[src/rtl/mmio_bus_master.sv]
`default_nettype none
// ============================================================================
// Module   : mmio_bus_master
// Purpose  : MMIO bus master that sits between the CPU data-memory port and
//            up to 16 peripherals. It decodes CPU load/store addresses against
//            a fixed MMIO window and selects one peripheral by region index.
//            It then runs a two-phase (setup/access) transfer with wait states
//            and a timeout, and stalls the CPU until the transfer completes.
//            Unmapped regions inside the window complete at once with an error.
//
// Ports    : clk, reset            clock (rising edge), async active-high reset
//            cpu_req/write/addr/wdata   CPU request side
//            cpu_stall             CPU must hold its request
//            cpu_rdata             registered load data
//            cpu_rvalid, cpu_err   one-cycle completion / error pulses
//            paddr/pwdata/pwrite   latched transfer attributes
//            psel, penable         one-hot select, access phase
//            prdata, pready        per-peripheral read data / ready
//
// Revision : 1.0 - initial release
// ============================================================================
module mmio_bus_master #(
    parameter int                NUM_PERIPH  = 4,
    parameter int                ADDR_W      = 32,
    parameter int                DATA_W      = 32,
    parameter logic [ADDR_W-1:0] MMIO_BASE   = 32'hFFFF_0000,
    parameter int                REGION_BITS = 8,
    parameter int                TIMEOUT     = 15
) (
    input  logic                         clk,
    input  logic                         reset,
    input  logic                         cpu_req,
    input  logic                         cpu_write,
    input  logic [ADDR_W-1:0]            cpu_addr,
    input  logic [DATA_W-1:0]            cpu_wdata,
    output logic                         cpu_stall,
    output logic [DATA_W-1:0]            cpu_rdata,
    output logic                         cpu_rvalid,
    output logic                         cpu_err,
    output logic [ADDR_W-1:0]            paddr,
    output logic [DATA_W-1:0]            pwdata,
    output logic                         pwrite,
    output logic [NUM_PERIPH-1:0]        psel,
    output logic                         penable,
    input  logic [NUM_PERIPH*DATA_W-1:0] prdata,
    input  logic [NUM_PERIPH-1:0]        pready
);

    // Address bits below this position are the region offset and region
    // index; everything from here up must match the window base.
    localparam int c_TAG_LSB = REGION_BITS + 4;

    typedef enum logic [1:0] {
        S_IDLE   = 2'd0,
        S_SETUP  = 2'd1,
        S_ACCESS = 2'd2,
        S_DONE   = 2'd3
    } state_t;

    // ------------------------------------------------------------------
    // Registered state
    // ------------------------------------------------------------------
    state_t              r_state_q;
    logic [3:0]          r_idx_q;
    logic [7:0]          r_cnt_q;
    logic                r_err_q;
    logic [ADDR_W-1:0]   r_paddr_q;
    logic [DATA_W-1:0]   r_pwdata_q;
    logic                r_pwrite_q;
    logic [DATA_W-1:0]   r_rdata_q;

    state_t              w_state_d;
    logic [3:0]          w_idx_d;
    logic [7:0]          w_cnt_d;
    logic                w_err_d;
    logic [ADDR_W-1:0]   w_paddr_d;
    logic [DATA_W-1:0]   w_pwdata_d;
    logic                w_pwrite_d;
    logic [DATA_W-1:0]   w_rdata_d;

    // ------------------------------------------------------------------
    // Address decode
    // ------------------------------------------------------------------
    logic                w_hit;
    logic [3:0]          w_idx;
    logic                w_mapped;
    logic [7:0]          w_cnt_inc;

    assign w_hit     = (cpu_addr[ADDR_W-1:c_TAG_LSB] == MMIO_BASE[ADDR_W-1:c_TAG_LSB]);
    assign w_idx     = cpu_addr[REGION_BITS +: 4];
    // Widened by one bit so NUM_PERIPH = 16 still compares correctly.
    assign w_mapped  = ({1'b0, w_idx} < 5'(NUM_PERIPH));
    assign w_cnt_inc = r_cnt_q + 8'd1;

    // ------------------------------------------------------------------
    // Selected-peripheral mux: only the latched index is ever looked at,
    // so ready/data from unselected peripherals cannot affect a transfer.
    // ------------------------------------------------------------------
    logic [DATA_W-1:0]     w_sel_rdata;
    logic                  w_sel_ready;
    logic [NUM_PERIPH-1:0] w_psel_oh;

    always_comb begin
        w_sel_rdata = '0;
        w_sel_ready = 1'b0;
        w_psel_oh   = '0;
        for (int i = 0; i < NUM_PERIPH; i++) begin
            if (r_idx_q == 4'(i)) begin
                w_sel_rdata  = prdata[i*DATA_W +: DATA_W];
                w_sel_ready  = pready[i];
                w_psel_oh[i] = 1'b1;
            end
        end
    end

    // ------------------------------------------------------------------
    // Next-state logic
    // ------------------------------------------------------------------
    always_comb begin
        w_state_d  = r_state_q;
        w_idx_d    = r_idx_q;
        w_cnt_d    = r_cnt_q;
        w_err_d    = r_err_q;
        w_paddr_d  = r_paddr_q;
        w_pwdata_d = r_pwdata_q;
        w_pwrite_d = r_pwrite_q;
        w_rdata_d  = r_rdata_q;

        case (r_state_q)
            S_IDLE: begin
                if (cpu_req && w_hit) begin
                    if (w_mapped) begin
                        w_idx_d    = w_idx;
                        w_paddr_d  = cpu_addr;
                        w_pwdata_d = cpu_wdata;
                        w_pwrite_d = cpu_write;
                        w_state_d  = S_SETUP;
                    end else begin
                        // Unmapped region: complete with an error, no bus cycle.
                        w_err_d   = 1'b1;
                        w_rdata_d = '0;
                        w_state_d = S_DONE;
                    end
                end
            end

            S_SETUP: begin
                w_cnt_d   = 8'd0;
                w_state_d = S_ACCESS;
            end

            S_ACCESS: begin
                if (w_sel_ready) begin
                    if (!r_pwrite_q) begin
                        w_rdata_d = w_sel_rdata;
                    end
                    w_err_d   = 1'b0;
                    w_state_d = S_DONE;
                end else begin
                    w_cnt_d = w_cnt_inc;
                    // The count is compared after incrementing, so ACCESS
                    // lasts exactly TIMEOUT cycles when pready never rises.
                    if (w_cnt_inc == 8'(TIMEOUT)) begin
                        w_err_d   = 1'b1;
                        w_rdata_d = '0;
                        w_state_d = S_DONE;
                    end
                end
            end

            S_DONE: begin
                // The CPU still holds its request this cycle; it must not be
                // re-accepted, so DONE always returns to IDLE.
                w_state_d = S_IDLE;
            end

            default: begin
                w_state_d = S_IDLE;
            end
        endcase
    end

    // ------------------------------------------------------------------
    // State register
    // ------------------------------------------------------------------
    always_ff @(posedge clk or posedge reset) begin
        if (reset) begin
            r_state_q  <= S_IDLE;
            r_idx_q    <= 4'd0;
            r_cnt_q    <= 8'd0;
            r_err_q    <= 1'b0;
            r_paddr_q  <= '0;
            r_pwdata_q <= '0;
            r_pwrite_q <= 1'b0;
            r_rdata_q  <= '0;
        end else begin
            r_state_q  <= w_state_d;
            r_idx_q    <= w_idx_d;
            r_cnt_q    <= w_cnt_d;
            r_err_q    <= w_err_d;
            r_paddr_q  <= w_paddr_d;
            r_pwdata_q <= w_pwdata_d;
            r_pwrite_q <= w_pwrite_d;
            r_rdata_q  <= w_rdata_d;
        end
    end

    // ------------------------------------------------------------------
    // Outputs
    // ------------------------------------------------------------------
    assign psel       = ((r_state_q == S_SETUP) || (r_state_q == S_ACCESS)) ? w_psel_oh : '0;
    assign penable    = (r_state_q == S_ACCESS);
    assign cpu_rvalid = (r_state_q == S_DONE);
    assign cpu_err    = (r_state_q == S_DONE) && r_err_q;
    assign cpu_rdata  = r_rdata_q;
    assign paddr      = r_paddr_q;
    assign pwdata     = r_pwdata_q;
    assign pwrite     = r_pwrite_q;

    // The IDLE term depends combinationally on the request, so it is gated
    // with reset to keep stall low while reset is asserted.
    assign cpu_stall  = !reset &&
                        (((r_state_q == S_IDLE) && cpu_req && w_hit) ||
                         (r_state_q == S_SETUP) ||
                         (r_state_q == S_ACCESS));

endmodule
`default_nettype wire

[config.mk]
export PLATFORM = sky130hd
export DESIGN_NAME = mmio_bus_master
export DESIGN_NICKNAME = d
export VERILOG_FILES = /design/src/rtl/mmio_bus_master.sv
export SDC_FILE = /design/constraint.sdc
export NUM_CORES = 1
export LEC_CHECK = 0
export BUFFER_PORTS_ARGS = -buffer_cell sky130_fd_sc_hd__buf_4
export CAP_MARGIN = 20
export CORE_MARGIN = 10
export CORE_UTILIZATION = 48
export CTS_CLUSTER_SIZE = 28
export DETAILED_ROUTE_END_ITERATION = 16
export PLACE_DENSITY = 0.83
export REMOVE_ABC_BUFFERS = 1
export SKIP_LAST_GASP = 1
export SYNTH_ARGS = -nofsm -noshare
export SYNTH_HDL_FRONTEND = slang
export SYNTH_SLANG_ARGS = --single-unit
[constraint.sdc]
create_clock -name clk -period 7.33 [get_ports clk]
set_clock_uncertainty 0.2 [all_clocks]
set_input_delay 1.0995 -clock clk [delete_from_list [all_inputs] [get_ports clk]]
set_output_delay 1.0995 -clock clk [all_outputs]
set_load 0.01 [all_outputs]
==> impl_metrics.csv, run 1 <==
group,metric,value,unit
clock_tree,h-tree-depth,3,
synthesis,synth_area,5380,um^2
setup_path,slowest_stage,"nor3b_1",
setup_path,path_class,"in2out",
clock_tree,hold_buffers,0,
synthesis,ys_seq_elements,108,
drt,drc,0,
clock_tree,post_cts_buffers,0,
floorplan,start_util,49.4,%
sta,slew_violations,0,
hold_path,worstHoldPathType,"reg2reg",
drt,via_per_inst,5.45,
cells_and_area,finish.instance_area,7930,um^2
global_routing,grt_pass1_vias,5162,
power,powerDensity,221,nW/um^2
synthesis,ys.flop_type,"dfrtp_1",
setup_path,worstPathArrival,2.23,ns
synthesis,seq_area_frac_synth,50.2,%
global_routing,antenna_found_initial,0,
setup_path,worst-endpoint-required,6.03,ns
cells_and_area,drive_above_1_share,52.1,%
sta,setup_violations,0,
sta,whs,0.280,ns
synthesis,synth.avg_cell_area,12.6,um^2
synthesis,synth-edff-count,0,
synthesis,async_reset_ff_share,100,%
sta,worst_slack,3.80,ns
setup_path,start_kind,"input pin",
power,p_leak,4.12,nW
sta,tightest_slew,0.890,ns
placed_design,place_congestion,0.911,
cells_and_area,antennaDiodeCount,0,
floorplan,die_h,126,um
clock_tree,post_cts_resized,0,
drt,drt-wirelength-per-cell,22.2,um
sta,finalHoldViolations,0,
drt,detail-route-antenna-nets,0,
clock_tree,clk_pin_slew,0.10,ns
cells_and_area,area_growth,47.2,%
clock_tree,numCtsBuffers,9,
setup_path,endpoint_kind,"output port",
global_routing,grt_usage,22.7,%
placed_design,place_ws,3.66,ns
sta,period_share,48.1,%
global_routing,grt_pass1_wl,29.0,mm
cells_and_area,multi_input_area,2480,um^2
sta,setup_tns,0,ns
clock_tree,cts_tree,"yes",
placed_design,io_buffers,304,
synthesis,syn_inst,428,
power,vdd_drop_max,0.121,mV
floorplan,die_area,15900,um^2
drt,drt-initial-drc-count,339,
drt,drt_wl_total,19.2,mm
floorplan,core_area,10900,um^2
synthesis,ys_warn_count,0,
cells_and_area,layout_common_cells,"buf_4, dfrtp_1, mux2i_1",
clock_tree,cts_root_buffer,"clkbuf_8",
floorplan,placementRows,38,
global_routing,overflow,0,
sta,fin_crit,3.53,ns
setup_path,cp_cell_sequence,"buf_4 > nand4_1 > nor3b_1 > nand4_1 > a21oi_1 > buf_4",
floorplan,io-pin-count,305,
cells_and_area,fill_cells,769,
clock_tree,clock_path_buffers,2,
placed_design,hpwl,15.1,mm
drt,firstDrtPassIters,5,
status,status,"complete, no violations",
cells_and_area,regArea,2710,um^2
cells_and_area,final_nets,927,
floorplan,die_w,126,um
clock_tree,clock_latency,0.37,ns
clock_tree,cts.sinks,108,
placed_design,placed_area,7710,um^2
power,power.total,0.00175,W
sta,fmax,283,MHz
sta,slew_headroom,40.7,%
cells_and_area,final_common_cell,"buf_4",
sta,rsz0062_at_grt,"false",
flow_run,max-cap-violations,0,
drt,vias,4718,
synthesis,synth_cell_type_count,43,
setup_path,cp_slowest_stage_delay,0.43,ns
setup_path,crit_path_max_fanout,3,
global_routing,grt_max_degree,86,
-- where the power goes --
group / leakage [nW] / total [W] / switching [W] / internal [W]
registers: 1.49 / 0.000765 / 0.0000682 / 0.000697
clock network: 0.0925 / 0.000338 / 0.000210 / 0.000128
logic: 2.54 / 0.000646 / 0.000310 / 0.000336
-- stage by stage --
stage | utilization, % | std cells
after floorplan | - | 398
after global placement | 70.8 | 847
after detailed placement | 70.8 | 847
after CTS | 72.4 | 863
after global routing | 72.8 | 865
final | 72.8 | 865
-- cells in the mapped netlist, drive strengths merged (2+ instances only) --
| library cell | number | share of area [%] |
|---|---|---|
| buf | 23 | 2.9 |
| and3 | 3 | 0.35 |
| nand2b | 19 | 2.2 |
| o22ai | 33 | 3.8 |
| nor2 | 11 | 0.77 |
| nor2b | 2 | 0.23 |
| nand4b | 2 | 0.33 |
| mux2 | 43 | 11 |
| and2 | 7 | 0.81 |
| ha | 7 | 1.6 |
| nor3b | 2 | 0.28 |
| a22o | 34 | 5.5 |
| o21ai | 10 | 1.0 |
| nand3 | 3 | 0.37 |
| clkbuf | 7 | 0.49 |
| or3 | 2 | 0.23 |
| inv | 5 | 0.35 |
| dfrtp | 108 | 50 |
| nand4 | 5 | 0.58 |
| a21oi | 3 | 0.28 |
| mux2i | 68 | 13 |
| nand2 | 13 | 0.91 |
| or3b | 2 | 0.33 |
| o31ai | 2 | 0.28 |
-- worst max-delay path, delay by kind of cell --
family / cells / cell delay (ns)
buffers and inverters: 2 / 0.23
AO/OA/AOI/OAI: 1 / 0.19
AND/OR/NAND/NOR: 3 / 0.70
-- worst paths after layout --
| check | startpoint | to | slack (ns) | cells after the start |
|---|---|---|---|---|
| setup reg to reg | r_idx_q[0] | cpu_rdata[24] | 4.42 | 6 |
| min in group asynchronous | reset | r_idx_q[0] | 0.49 | 2 |
| max in group asynchronous | reset | r_idx_q[1] | 5.35 | 4 |
| hold reg to reg | paddr[16] | paddr[16] | 0.28 | 1 |
| setup / recovery | cpu_addr[21] | cpu_stall | 3.80 | 6 |
| hold / removal | paddr[16] | paddr[16] | 0.28 | 1 |
-- kinds of logic (layout without fill, tap and decap cells) --
| kind of cell | count (synthesis) | count (layout) | share of synthesized area, % |
|---|---|---|---|
| AO/OA/AOI/OAI | 90 | 90 | 12.4 |
| adder cells (fa/ha/maj) | 7 | 7 | 1.63 |
| buffers and inverters | 35 | 332 | 3.70 |
| flip-flops | 108 | 108 | 50.2 |
| multiplexers | 112 | 112 | 24.0 |
| AND/OR/NAND/NOR | 76 | 76 | 8.11 |
-- cell type report --
class	count	share of cell area (%)
timing repair buffer	311	29.8
multi-input combinational	285	31.3
tap	140	2.21
inverter	5	0.268
sequential	108	34.1
clock buffer	10	1.61
clock inverter	6	0.600
-- metal layers --
| layer | track usage, % | vias up | routed length (um) | share of wire (%) |
|---|---|---|---|---|
| li1 | - | 2167 | - | - |
| met1 | 25.7 | 2287 | 7240 | 38 |
| met2 | 38.2 | 240 | 9540 | 50 |
| met3 | 8.81 | 24 | 2050 | 11 |
| met4 | 7.97 | 0 | 373 | 1.9 |
| met5 | 0 | - | 0 | 0 |
-- sequential cells by signal (all words and copies together) (netlist names) --
register	flops
cpu_rdata	32
r_idx_q	3
r_state_q	2
r_err_q	1
r_cnt_q	8
pwdata	32
paddr	29
pwrite	1
Power figures use the tool's default switching activity.
==> inputs of run 2 (changes only) <==
--- a/config.mk
+++ b/config.mk
@@ -8,10 +8,10 @@
 export BUFFER_PORTS_ARGS = -buffer_cell sky130_fd_sc_hd__buf_4
 export CAP_MARGIN = 20
 export CORE_MARGIN = 10
-export CORE_UTILIZATION = 48
+export CORE_UTILIZATION = 45
 export CTS_CLUSTER_SIZE = 28
 export DETAILED_ROUTE_END_ITERATION = 16
-export PLACE_DENSITY = 0.83
+export PLACE_DENSITY = 0.78
 export REMOVE_ABC_BUFFERS = 1
 export SKIP_LAST_GASP = 1
 export SYNTH_ARGS = -nofsm -noshare
==> constraint.sdc (replaced) <==
create_clock -name clk -period 3.35 [get_ports clk]
set_clock_uncertainty 0.2 [all_clocks]
set_input_delay 0.5025 -clock clk [delete_from_list [all_inputs] [get_ports clk]]
set_output_delay 0.5025 -clock clk [all_outputs]
set_load 0.01 [all_outputs]
==> impl_metrics.csv, run 2 (synthesized netlist as in run 1, its figures left out) <==
group,metric,value,unit
sta,tightest_slew,0.653,ns
clock_tree,cts_root_buffer,"clkbuf_16",
drt,drt-initial-drc-count,307,
clock_tree,clock_path_buffers,2,
clock_tree,h-tree-depth,3,
drt,drt-wirelength-per-cell,21.7,um
clock_tree,post_cts_resized,0,
hold_path,worstHoldPathType,"in2async",
cells_and_area,drive_above_1_share,52.3,%
flow_run,max-cap-violations,0,
sta,worst_slack,0.869,ns
global_routing,grt_pass1_vias,5156,
placed_design,hpwl,14.8,mm
cells_and_area,final_common_cell,"buf_4",
setup_path,start_kind,"flop",
setup_path,slowest_stage,"dfrtp_1",
clock_tree,clk_pin_slew,0.07,ns
power,vdd_drop_max,0.282,mV
drt,detail-route-antenna-nets,0,
floorplan,placementRows,39,
sta,slew_violations,0,
setup_path,cpLargestDelayFamily,"compound AO/OA/AOI/OAI gates",
cells_and_area,final_nets,928,
drt,drc,0,
placed_design,place_congestion,0.809,
setup_path,path_class,"reg2reg",
clock_tree,post_cts_buffers,0,
global_routing,grt_max_degree,66,
power,power.total,0.00413,W
cells_and_area,area_growth,49.5,%
global_routing,grt_usage,21.2,%
drt,vias,4671,
sta,rsz0062_at_grt,"false",
setup_path,worstPathArrival,2.50,ns
floorplan,core_area,11600,um^2
floorplan,die_h,129,um
setup_path,worst-endpoint-required,3.37,ns
clock_tree,cts_tree,"yes",
global_routing,grt_pass1_wl,28.1,mm
status,status,"complete, no violations",
power,powerDensity,513,nW/um^2
drt,via_per_inst,5.38,
sta,finalHoldViolations,0,
global_routing,antenna_found_initial,0,
placed_design,place_ws,0.709,ns
setup_path,crit_path_max_fanout,36,
setup_path,critPathMostFrequentCell,"buf_4",
clock_tree,cts.sinks,108,
cells_and_area,layout_common_cells,"buf_4, dfrtp_1, mux2i_1",
sta,period_share,74.1,%
sta,slew_headroom,56.5,%
floorplan,die_area,16700,um^2
floorplan,start_util,46.6,%
floorplan,io-pin-count,305,
clock_tree,clock_latency,0.33,ns
power,p_leak,4.17,nW
sta,fmax,403,MHz
sta,setup_tns,0,ns
drt,drt_wl_total,18.8,mm
sta,setup_violations,0,
setup_path,worst-path-buf-inv,2,
drt,firstDrtPassIters,4,
clock_tree,hold_buffers,0,
setup_path,endpoint_kind,"flop",
setup_path,cp_cell_sequence,"or3_1 > buf_4 > o221a_4 > o21ai_2 > nand3_2 > buf_4 > a22o_1",
setup_path,cp_slowest_stage_delay,0.43,ns
placed_design,io_buffers,304,
global_routing,overflow,0,
sta,fin_crit,2.48,ns
clock_tree,numCtsBuffers,9,
cells_and_area,antennaDiodeCount,0,
floorplan,die_w,129,um
==> run 2: where the power goes <==
part           total (W)  switching, W  internal (W)
sequential       0.00166      0.000138       0.00153
combinational    0.00144      0.000698      0.000738
clock            0.00103      0.000492      0.000539
total            0.00413       0.00133       0.00280
==> run 2: worst paths after layout <==
check,startpoint,end,slack (ns),cells after the start
setup reg to reg,r_idx_q[0],cpu_rdata[13],0.87,7
setup / recovery,r_idx_q[0],cpu_rdata[13],0.87,7
min in group clk,cpu_wdata[2],pwdata[2],0.19,2
hold / removal,reset,r_err_q,0.07,2
max in group asynchronous,reset,r_idx_q[0],2.16,3
hold reg to reg,paddr[23],paddr[23],0.27,1
==> run 2: final cells by class <==
class	count	area (um^2)
Sequential cell	108	2710
Tap cell	143	179
Fill cell	852	3520
Timing Repair Buffer	312	2370
Inverter	5	21.3
Clock buffer	10	239
Clock inverter	6	52.6
Multi-Input combinational cell	285	2480
==> run 2: metal layers <==
layer / track usage [%] / routed length (um) / vias to the layer above
met4: 6.22 / 269 / 0
met2: 36.1 / 9280 / 224
li1: - / - / 2171
met3: 9.14 / 2110 / 17
met1: 23.8 / 7190 / 2259
met5: 0 / 0 / -
==> run 2: stage by stage <==
stage	area [um^2]	std cells	hold WS (ns)	util, %
final	8050	869	0.0728	69.6
after global routing	8050	869	0.111	69.6
after CTS	8050	869	0.0936	69.6
after detailed placement	7760	853	0.254	67.1
after global placement	7760	853	0.250	67.1
after floorplan	5200	398	0.275	-
